File: src/rtl/adder_pkg.sv
// Shared sizing helpers for the pipelined adder: slice width and the
// legality check on the WIDTH/STAGES pair.
package adder_pkg;

  function automatic int slice_w(input int width, input int stages);
    return width / stages;
  endfunction

  // Every stage must own a whole, non-empty slice of the operands.
  function automatic bit cfg_ok(input int width, input int stages);
    return (width >= 4) && (width <= 64) && (stages >= 1) &&
           (stages <= width) && ((width % stages) == 0);
  endfunction

endpackage

File: src/rtl/adder_stage.sv
// One pipeline stage: adds its SLICE-bit operand slice with the incoming carry
// and forwards the operands plus the partially built sum to the next stage.
module adder_stage
  import adder_pkg::*;
#(
  parameter int WIDTH = 16,
  parameter int SLICE = 4,
  parameter int IDX   = 0
) (
  input  logic             clk,
  input  logic             rst_n,
  input  logic             en,
  input  logic             valid_i,
  input  logic             carry_i,
  input  logic [WIDTH-1:0] a_i,
  input  logic [WIDTH-1:0] b_i,
  input  logic [WIDTH-1:0] sum_i,
  output logic             valid_o,
  output logic             carry_o,
  output logic             ovf_o,
  output logic [WIDTH-1:0] a_o,
  output logic [WIDTH-1:0] b_o,
  output logic [WIDTH-1:0] sum_o
);

  localparam int LO = IDX * SLICE;

  logic [SLICE:0]   slice_add;
  logic             msb_cin;
  logic [WIDTH-1:0] sum_d;

  logic             valid_q;
  logic             carry_q;
  logic             ovf_q;
  logic [WIDTH-1:0] sum_q;
  logic [WIDTH-1:0] a_q;
  logic [WIDTH-1:0] b_q;

  assign slice_add = {1'b0, a_i[LO +: SLICE]} + {1'b0, b_i[LO +: SLICE]} +
                     {{SLICE{1'b0}}, carry_i};

  // Carry into the slice MSB, recovered from the MSB sum bit.
  assign msb_cin = a_i[LO+SLICE-1] ^ b_i[LO+SLICE-1] ^ slice_add[SLICE-1];

  always_comb begin
    sum_d             = sum_i;
    sum_d[LO +: SLICE] = slice_add[SLICE-1:0];
  end

  always_ff @(posedge clk or negedge rst_n) begin
    if (!rst_n) begin
      valid_q <= 1'b0;
      carry_q <= 1'b0;
      ovf_q   <= 1'b0;
      sum_q   <= '0;
    end else if (en) begin
      valid_q <= valid_i;
      carry_q <= slice_add[SLICE];
      ovf_q   <= msb_cin ^ slice_add[SLICE];
      sum_q   <= sum_d;
    end
  end

  // Operand copies only matter while their valid bit is set, so no reset.
  always_ff @(posedge clk) begin
    if (en) begin
      a_q <= a_i;
      b_q <= b_i;
    end
  end

  assign valid_o = valid_q;
  assign carry_o = carry_q;
  assign ovf_o   = ovf_q;
  assign sum_o   = sum_q;
  assign a_o     = a_q;
  assign b_o     = b_q;

endmodule

File: src/rtl/pipelined_adder.sv
// Carry-slice pipelined adder with valid/ready handshake; the whole pipeline
// advances together whenever the output register is free or being drained.
module pipelined_adder
  import adder_pkg::*;
#(
  parameter int WIDTH  = 16,
  parameter int STAGES = 4
) (
  input  logic             clk,
  input  logic             rst_n,
  input  logic             in_valid,
  output logic             in_ready,
  input  logic [WIDTH-1:0] a,
  input  logic [WIDTH-1:0] b,
  input  logic             cin,
  output logic             out_valid,
  input  logic             out_ready,
  output logic [WIDTH-1:0] sum,
  output logic             cout,
  output logic             overflow
);

  localparam int SLICE = slice_w(WIDTH, STAGES);

  if (!cfg_ok(WIDTH, STAGES)) begin : g_cfg_err
    $error("pipelined_adder: WIDTH must be 4..64 and a multiple of STAGES");
  end

  logic                en;
  logic [STAGES-1:0]   valid_w;
  logic [STAGES-1:0]   carry_w;
  logic [STAGES-1:0]   ovf_w;
  logic [WIDTH-1:0]    a_w   [STAGES];
  logic [WIDTH-1:0]    b_w   [STAGES];
  logic [WIDTH-1:0]    sum_w [STAGES];
  logic                unused_tail;

  assign en       = out_ready | ~out_valid;
  assign in_ready = en;

  for (genvar k = 0; k < STAGES; k++) begin : g_stage
    if (k == 0) begin : g_first
      adder_stage #(
        .WIDTH (WIDTH),
        .SLICE (SLICE),
        .IDX   (k)
      ) u_stage (
        .clk     (clk),
        .rst_n   (rst_n),
        .en      (en),
        .valid_i (in_valid),
        .carry_i (cin),
        .a_i     (a),
        .b_i     (b),
        .sum_i   ({WIDTH{1'b0}}),
        .valid_o (valid_w[k]),
        .carry_o (carry_w[k]),
        .ovf_o   (ovf_w[k]),
        .a_o     (a_w[k]),
        .b_o     (b_w[k]),
        .sum_o   (sum_w[k])
      );
    end else begin : g_next
      adder_stage #(
        .WIDTH (WIDTH),
        .SLICE (SLICE),
        .IDX   (k)
      ) u_stage (
        .clk     (clk),
        .rst_n   (rst_n),
        .en      (en),
        .valid_i (valid_w[k-1]),
        .carry_i (carry_w[k-1]),
        .a_i     (a_w[k-1]),
        .b_i     (b_w[k-1]),
        .sum_i   (sum_w[k-1]),
        .valid_o (valid_w[k]),
        .carry_o (carry_w[k]),
        .ovf_o   (ovf_w[k]),
        .a_o     (a_w[k]),
        .b_o     (b_w[k]),
        .sum_o   (sum_w[k])
      );
    end
  end

  // Only the last stage's overflow is meaningful; its operand copies are dead.
  assign unused_tail = ^{a_w[STAGES-1], b_w[STAGES-1], ovf_w};

  assign out_valid = valid_w[STAGES-1];
  assign sum       = sum_w[STAGES-1];
  assign cout      = carry_w[STAGES-1];
  assign overflow  = ovf_w[STAGES-1];

endmodule
File: config.mk
export PLATFORM = sky130hd
export DESIGN_NAME = pipelined_adder
export DESIGN_NICKNAME = d
export VERILOG_FILES = /design/src/rtl/adder_pkg.sv /design/src/rtl/adder_stage.sv /design/src/rtl/pipelined_adder.sv
export SDC_FILE = /design/constraint.sdc
export NUM_CORES = 1
export LEC_CHECK = 0
export ABC_AREA = 1
export CAP_MARGIN = 30
export CORE_MARGIN = 4
export CORE_UTILIZATION = 35
export CTS_CLUSTER_SIZE = 24
export DETAILED_ROUTE_END_ITERATION = 16
export HOLD_SLACK_MARGIN = 0.06
export PLACE_DENSITY = 0.56
export SLEW_MARGIN = 20
export SYNTH_ARGS = -nofsm -noshare
export SYNTH_HDL_FRONTEND = slang
export SYNTH_HIERARCHICAL = 1
export SYNTH_SLANG_ARGS = --single-unit
File: constraint.sdc
create_clock -name clk -period 5.7 [get_ports clk]
set_clock_uncertainty 0.2 [all_clocks]
set_input_delay 0.57 -clock clk [delete_from_list [all_inputs] [get_ports clk]]
set_output_delay 0.57 -clock clk [all_outputs]
set_load 0.02 [all_outputs]
==> impl_metrics.json, run 1 <==
{
  "drt_pass1_iterations": 4,
  "antenna_found_initial": 0,
  "final_common_cell": "nand2_1",
  "fp.dieArea_um2": 13200,
  "slew_violations": 0,
  "cp-end-kind": "output pin",
  "worst_pin_slew_ns": 0.730,
  "drtAntennaViolNets": 0,
  "drv_cap": 0,
  "cp_common_cell": "clkdlybuf4s50_1",
  "drcViolationCount": 0,
  "syn-num-nets": 413,
  "ff2ff_path_depth": 4,
  "r2r_start": "g_stage[3].g_next.u_stage/valid_o",
  "final_min_period_over_clock_period_pct": 48.8,
  "tritoncts": "built",
  "hold_depth": 0,
  "path_class": "input port to output pin",
  "cts_made_buffers": 9,
  "rows": 38,
  "cp_cell_sequence": "clkdlybuf4s50_1 -> inv_1 -> nand2_4 -> clkdlybuf4s50_1",
  "synthesis.area_um2": 4010,
  "dp_hpwl_um": 4510,
  "syn_area_per_cell_um2": 11.3,
  "rsz0062_at_grt": "false",
  "cts.sinks": 97,
  "setup_viol": 0,
  "clk_pin_slew_ns": 0.07,
  "drive_gt1_share_pct": 7.91,
  "grt_overflow_total": 0,
  "final_hold_viol_count": 0,
  "cp.required_ns": 4.93,
  "drt_iter0_markers": 104,
  "clk_latency_ns": 0.34,
  "grt_pass1_wl_um": 10700,
  "core_area_um2": 11000,
  "setup_ws_ns": 2.92,
  "routedWlPerCell_um": 11.3,
  "root_buffer": "clkbuf_16",
  "crit-reg2reg-capture": "g_stage[3].g_next.u_stage/sum_o[14]",
  "postCtsHoldBufs": 1,
  "worstPathArrival_ns": 2.01,
  "period_needed_ns": 2.78,
  "leakage_nw": 2.28,
  "slowest_stage": "clkdlybuf4s50_1",
  "start_kind": "input port",
  "htreeDepth": 3,
  "die_y_um": 115,
  "antennaDiodeCount": 0,
  "grt_start_max_net_pins": 70,
  "synthCells": 356,
  "cts_resized": 0,
  "path_max_fanout": 22,
  "die_w_um": 115,
  "hold_path_end": "g_stage[2].g_next.u_stage/b_o[12]",
  "max_freq_mhz": 359,
  "slowest_delay_ns": 0.69,
  "pre_cts_ws_ns": 2.69,
  "syn2layout_area_growth_pct": 23.9,
  "gp_congestion": 0.776,
  "irDropWorstVdd_uv": 247,
  "vias_per_cell": 4.36,
  "reg2reg_setup_slack_ns": 3.38,
  "io_pins": 57,
  "numPortBuffers": 56,
  "pwr_density_cell_nw_per_um2": 513,
  "grt_usage_pct": 10.3,
  "status": "finished, final reports clean",
  "slew_headroom_pct": 51.3,
  "vias": 2429,
  "wl_um": 6300,
  "cts_setup_buffers": 0,
  "final_cell_mix": "nand2_1 (144), clkdlybuf4s50_1 (55), dfrtp_1 (49), edfxtp_1 (48), inv_1 (27)",
  "min_path_type": "flop to flop",
  "nets": 469,
  "ys_warn_count": 6,
  "clk_path_buf_depth": 2,
  "min_from": "g_stage[1].g_next.u_stage/b_o[12]",
  "crit_start": "out_ready",
  "tns_ns": 0,
  "start_util_pct": 36.3,
  "first_global_vias": 2373
}
==> sequential cells by signal, summed over array words and instances, names as in the netlist <==
signal,count
g_stage.g_first.u_stage/valid_o,1
g_stage.g_first.u_stage/a_o,12
g_stage.g_first.u_stage/carry_o,1
g_stage.g_next.u_stage/carry_o,3
g_stage.g_first.u_stage/b_o,12
g_stage.g_first.u_stage/sum_o,4
g_stage.g_next.u_stage/sum_o,36
g_stage.g_next.u_stage/ovf_o,1
g_stage.g_next.u_stage/b_o,12
g_stage.g_next.u_stage/valid_o,3
g_stage.g_next.u_stage/a_o,12
==> final cells by class <==
type,instances,area (um^2)
clock buffer,9,225
clock inverter,7,61.3
fill,1066,6060
inverter,33,124
multi-input combinational,212,1120
sequential,97,2670
tap,140,175
timing repair buffer,59,593
==> power breakdown <==
group / internal [mW] / switching, mW
sequential: 1.02 / 0.125
clock: 0.305 / 0.269
combinational: 0.355 / 0.470
==> stage by stage <==
stage          hold slack [ns]  instance area (um^2)  utilization [%]  total power [mW]  std cells
6_report                 0.217                  4970             45.0              2.55        557
5_1_grt                  0.222                  4970             45.0              2.75        557
4_1_cts                  0.217                  4970             45.0              2.59        557
3_5_place_dp             0.205                  4670             42.3              2.01        540
3_3_place_gp             0.203                  4650             42.2              1.98        539
2_1_floorplan           0.0744                  4010                -              1.72        356
==> metal layers <==
layer | global-route usage, % | routed length [um] | up-vias
met5 | 0 | 0 | -
met4 | 5.40 | 120 | 0
met3 | 2.58 | 289 | 12
met2 | 16.1 | 2810 | 55
met1 | 13.4 | 3080 | 1108
li1 | - | - | 1254
==> critical path, delay by kind of cell <==
kind | cells | cell delay [ns]
buffers and inverters | 3 | 1.20
AND/OR/NAND/NOR | 1 | 0.23
==> worst max path at each step <==
stage	end	cells past startpoint
4_1_cts	in_ready	4
3_3_place_gp	g_stage[3].g_next.u_stage/sum_o[14]	6
6_report	in_ready	4
5_1_grt	in_ready	4
3_5_place_dp	g_stage[3].g_next.u_stage/sum_o[14]	6
2_1_floorplan	g_stage[3].g_next.u_stage/sum_o[10]	7
(Power assumes the default switching activity.)
==> run 2, diff against run 1 <==
--- a/config.mk
+++ b/config.mk
@@ -12,7 +12,7 @@
 export CTS_CLUSTER_SIZE = 24
 export DETAILED_ROUTE_END_ITERATION = 16
 export HOLD_SLACK_MARGIN = 0.06
-export PLACE_DENSITY = 0.56
+export PLACE_DENSITY = 0.58
 export SLEW_MARGIN = 20
 export SYNTH_ARGS = -nofsm -noshare
 export SYNTH_HDL_FRONTEND = slang
==> constraint.sdc (replaced) <==
create_clock -name clk -period 2.3 [get_ports clk]
set_clock_uncertainty 0.2 [all_clocks]
set_input_delay 0.23 -clock clk [delete_from_list [all_inputs] [get_ports clk]]
set_output_delay 0.23 -clock clk [all_outputs]
set_load 0.02 [all_outputs]
==> impl_metrics.json, run 2 (synthesis results as in run 1) <==
{
  "status": "finished, final reports clean",
  "cp_cell_sequence": "nand2_4 -> clkdlybuf4s50_1",
  "drv_cap": 0,
  "pwr_density_cell_nw_per_um2": 1300,
  "cts_made_buffers": 9,
  "drt_pass1_iterations": 4,
  "met3WireLength_um": 292,
  "numPortBuffers": 56,
  "cp.required_ns": 1.87,
  "routedWlPerCell_um": 11.6,
  "ff2ff_path_depth": 10,
  "vias": 2449,
  "cp-end-kind": "output pin",
  "highest_layer": "met4",
  "final_hold_viol_count": 0,
  "slowest_stage": "clkdlybuf4s50_1",
  "start_util_pct": 36.3,
  "cts_setup_buffers": 0,
  "dp_hpwl_um": 4610,
  "max_freq_mhz": 511,
  "cts_resized": 0,
  "slowest_delay_ns": 0.67,
  "grt_overflow_total": 0,
  "grt_pass1_wl_um": 11000,
  "worst_pin_slew_ns": 0.421,
  "drcViolationCount": 0,
  "clk_path_buf_depth": 2,
  "tritoncts": "built",
  "io_pins": 57,
  "gp_congestion": 0.769,
  "die_y_um": 115,
  "drt_iter0_markers": 177,
  "path_class": "flop to output pin",
  "final_cell_mix": "nand2_1 (144), clkdlybuf4s50_1 (55), dfrtp_1 (49), edfxtp_1 (48), inv_1 (27)",
  "dp.cells": 541,
  "start_kind": "flop",
  "post-route-util_pct": 45.4,
  "finalInstanceArea_um2": 5010,
  "core_area_um2": 11000,
  "grt_usage_pct": 10.6,
  "setup_ws_ns": 0.343,
  "setup_viol": 0,
  "largest_register_ffs": 36,
  "fp.dieArea_um2": 13200,
  "pre_cts_ws_ns": 0.234,
  "wl_met1_um": 3120,
  "root_buffer": "clkbuf_16",
  "nFillCells": 1044,
  "final_min_period_over_clock_period_pct": 85.1,
  "nets": 470,
  "rsz0062_at_grt": "false",
  "antennaDiodeCount": 0,
  "clk_pin_slew_ns": 0.07,
  "reg2reg_setup_slack_ns": 0.37,
  "drive_gt1_share_pct": 8.13,
  "slew_violations": 0,
  "die_w_um": 115,
  "first_global_vias": 2423,
  "worstPathArrival_ns": 1.53,
  "slew_headroom_pct": 71.9,
  "min_path_type": "input port to async pin",
  "leakage_nw": 2.31,
  "vias_per_cell": 4.39,
  "htreeDepth": 3,
  "dpl_cell_area_um2": 4680,
  "period_needed_ns": 1.96,
  "path_max_fanout": 3,
  "wl_um": 6450,
  "irDropWorstVdd_uv": 650,
  "final_common_cell": "nand2_1",
  "cts.sinks": 97,
  "syn2layout_area_growth_pct": 24.9,
  "rows": 38,
  "final_cell_count_no_fill": 558,
  "grt_start_max_net_pins": 90,
  "clk_latency_ns": 0.33,
  "tns_ns": 0,
  "antenna_found_initial": 0,
  "dr_wl_met2_um": 2930,
  "drtAntennaViolNets": 0
}
[run 2: per-stage QoR]
| stage | hold WS (ns) | total power, mW |
|---|---|---|
| after floorplan | -0.266 | 4.26 |
| after global placement | -0.0178 | 4.93 |
| after detailed placement | -0.00849 | 5.00 |
| after CTS | 0.165 | 6.60 |
| after global routing | 0.188 | 7.00 |
| final | 0.160 | 6.50 |
[run 2: routing by layer]
metal  vias to the layer above  track usage, %
met2                        57            16.2
met3                         8            2.63
met4                         0            4.93
li1                       1249               -
met5                         -               0
met1                      1135            14.2
[run 2: final timing paths]
| check | start | to |
|---|---|---|
| hold / removal | rst_n | g_stage[2].g_next.u_stage/sum_o[2] |
| setup / recovery | g_stage[3].g_next.u_stage/valid_o | in_ready |
| min in group clk | g_stage[0].g_first.u_stage/b_o[12] | g_stage[1].g_next.u_stage/b_o[12] |
| setup reg to reg | g_stage[2].g_next.u_stage/a_o[12] | g_stage[3].g_next.u_stage/ovf_o |
| hold reg to reg | g_stage[0].g_first.u_stage/b_o[12] | g_stage[1].g_next.u_stage/b_o[12] |
| max in group asynchronous | rst_n | g_stage[1].g_next.u_stage/sum_o[3] |
[run 2: power breakdown]
| group | switching (mW) | leakage, nW | total (mW) | internal (mW) |
|---|---|---|---|---|
| registers | 0.313 | 1.08 | 2.85 | 2.53 |
| clock network | 0.615 | 0.155 | 1.57 | 0.952 |
| logic | 1.19 | 1.07 | 2.09 | 0.895 |
[run 2: critical path: cells and delay by family, from the launching register on]
kind / cells / cell delay [ns]
buffers and inverters: 1 / 0.67
flip-flops: 1 / 0.42
AND/OR/NAND/NOR: 1 / 0.10
[run 2: final cells by class]
| cell class | count | area (um^2) | area share (%) |
|---|---|---|---|
| inverters | 33 | 124 | 2.47 |
| multi-input cells | 212 | 1120 | 22.4 |
| clock inverters | 7 | 95.1 | 1.90 |
| flip-flops and latches | 97 | 2670 | 53.3 |
| clock buffers | 9 | 225 | 4.50 |
| repair buffers | 60 | 601 | 12.0 |
| well taps | 140 | 175 | 3.50 |
[run 2: what timing repair did]
action | in CTS | in global routing
endpoints found under the hold margin | 49 | 0
hold buffers | 1 | 0
endpoints found under the setup margin | 0 | 0
==> run 3, diff against run 2 <==
==> constraint.sdc (replaced) <==
create_clock -name clk -period 2.3 [get_ports clk]
set_clock_uncertainty 0.2 [all_clocks]
set_input_delay 0.23 -clock clk [delete_from_list [all_inputs] [get_ports clk]]
set_output_delay 0.23 -clock clk [all_outputs]
set_load 0.1 [all_outputs]
==> impl_metrics.json, run 3 (synthesis results as in run 1) <==
{
  "drcViolationCount": 0,
  "min_path_type": "flop to flop",
  "antennaDiodeCount": 0,
  "worst_pin_slew_ns": 0.611,
  "setup_viol": 0,
  "start_kind": "flop",
  "io_pins": 57,
  "wl_um": 6440,
  "dpl_cell_area_um2": 4660,
  "power_frac_comb_pct": 41.2,
  "cts_resized": 0,
  "root_buffer": "clkbuf_16",
  "die_y_um": 115,
  "finalInstanceArea_um2": 4990,
  "slowest_stage": "fa_1",
  "drive_gt1_share_pct": 12.9,
  "crit-reg2reg-capture": "g_stage[3].g_next.u_stage/ovf_o",
  "nets": 471,
  "p_seq_share_pct": 37.8,
  "worstPathArrival_ns": 1.92,
  "htreeDepth": 3,
  "cp_common_cell": "nand2_1",
  "setup_ws_ns": 0.405,
  "drt_iter0_markers": 107,
  "vias_per_cell": 4.43,
  "dp_hpwl_um": 4600,
  "grt_pass1_wl_um": 11200,
  "cp_cell_sequence": "fa_1 -> inv_1 -> fa_1 -> inv_1 -> nand2_1 -> nand2_1 -> nand2_1 -> nand2_2 -> nand3_2 -> nand2_1",
  "die_w_um": 115,
  "status": "finished, final reports clean",
  "setup.worst_path.end": "g_stage[3].g_next.u_stage/ovf_o",
  "grt_usage_pct": 10.8,
  "cp-end-kind": "flop",
  "ff2ff_path_depth": 10,
  "reg2reg_setup_slack_ns": 0.41,
  "slowest_delay_ns": 0.47,
  "gp_congestion": 0.796,
  "crit_start": "g_stage[2].g_next.u_stage/a_o[12]",
  "cts.sinks": 97,
  "first_global_vias": 2476,
  "min_from": "g_stage[0].g_first.u_stage/b_o[12]",
  "clk_pin_slew_ns": 0.06,
  "final_min_period_over_clock_period_pct": 82.4,
  "pwr_density_cell_nw_per_um2": 1510,
  "slew_violations": 0,
  "final_cell_mix": "nand2_1 (144), edfxtp_1 (48), dfrtp_1 (48), clkdlybuf4s50_1 (35), inv_1 (27)",
  "tritoncts": "built",
  "dp.cells": 542,
  "max_freq_mhz": 528,
  "final_common_cell": "nand2_1",
  "drv_cap": 0,
  "final_hold_viol_count": 0,
  "drt_pass1_iterations": 4,
  "slew_headroom_pct": 59.3,
  "drtAntennaViolNets": 0,
  "pre_cts_ws_ns": 0.275,
  "clkPwrFrac_pct": 21.0,
  "path_max_fanout": 3,
  "largest_register_ffs": 36,
  "final_cell_count_no_fill": 559,
  "fp.dieArea_um2": 13200,
  "antenna_found_initial": 0,
  "grt_overflow_total": 0,
  "r2r_start": "g_stage[2].g_next.u_stage/a_o[12]",
  "cts_made_buffers": 9,
  "clk_path_buf_depth": 2,
  "nFillCells": 1064,
  "power.internal_mw": 4.37,
  "grt_start_max_net_pins": 50,
  "core_area_um2": 11000,
  "swShare_pct": 41.9,
  "tns_ns": 0,
  "path_class": "flop to flop",
  "period_needed_ns": 1.89,
  "rsz0062_at_grt": "false",
  "routedWlPerCell_um": 11.5,
  "start_util_pct": 36.3,
  "rows": 38,
  "clk_latency_ns": 0.33,
  "syn2layout_area_growth_pct": 24.5,
  "numPortBuffers": 56,
  "leakage_nw": 2.34,
  "cp.required_ns": 2.33,
  "cts_setup_buffers": 0,
  "vias": 2479,
  "p_switching_mw": 3.15,
  "irDropWorstVdd_uv": 985
}
run 3: worst min path at each step:
| stage | endpoint | slack, ns | cells past startpoint |
|---|---|---|---|
| after global placement | g_stage[3].g_next.u_stage/sum_o[6] | 0.17 | 2 |
| after detailed placement | g_stage[3].g_next.u_stage/sum_o[6] | 0.18 | 2 |
| after global routing | g_stage[1].g_next.u_stage/a_o[14] | 0.22 | 0 |
| after floorplan | g_stage[0].g_first.u_stage/carry_o | -0.27 | 0 |
| after CTS | g_stage[1].g_next.u_stage/b_o[12] | 0.22 | 0 |
| final | g_stage[1].g_next.u_stage/b_o[12] | 0.21 | 0 |
run 3: layout make-up:
class / instances / area, um^2 / area share [%]
repair buffers: 61 / 583 / 11.7
clock buffers: 11 / 243 / 4.86
clock inverters: 5 / 78.8 / 1.58
flip-flops and latches: 97 / 2670 / 53.5
inverters: 33 / 124 / 2.48
multi-input cells: 212 / 1120 / 22.4
well taps: 140 / 175 / 3.51
run 3: critical path: cells and delay by family (launching register included):
family                   cells  cell delay (ns)
AND/OR/NAND/NOR              6             0.39
flip-flops                   1             0.40
adder cells (fa/ha/maj)      2             0.66
buffers and inverters        2             0.15
run 3: per-layer routing:
| metal | routed length [um] | track usage [%] |
|---|---|---|
| met5 | 0 | 0 |
| met2 | 2780 | 15.7 |
| met4 | 119 | 4.93 |
| met1 | 3140 | 14.9 |
| met3 | 397 | 3.05 |
run 3: per-stage QoR:
stage / power, mW / hold WS, ns / util, %
global placement: 5.96 / 0.172 / 42.3
global route: 8.06 / 0.219 / 45.3
finish: 7.52 / 0.215 / 45.3
detailed placement: 6.02 / 0.177 / 42.3
CTS: 7.63 / 0.216 / 45.3
floorplan: 5.30 / -0.266 / -
run 3: timing repair:
| action | in CTS | in global routing |
|---|---|---|
| hold buffers | 1 | 0 |
| hold endpoints to repair | 49 | 0 |
| endpoints found under the setup margin | 0 | 0 |
run 3: power by group through the flow:
stage	combinational, mW	clock [mW]	sequential, mW
final	3.10	1.58	2.84
after CTS	3.15	1.63	2.85
after global routing	3.43	1.70	2.92
after floorplan	1.28	0	4.02
after detailed placement	3.14	0	2.88
after global placement	3.09	0	2.87
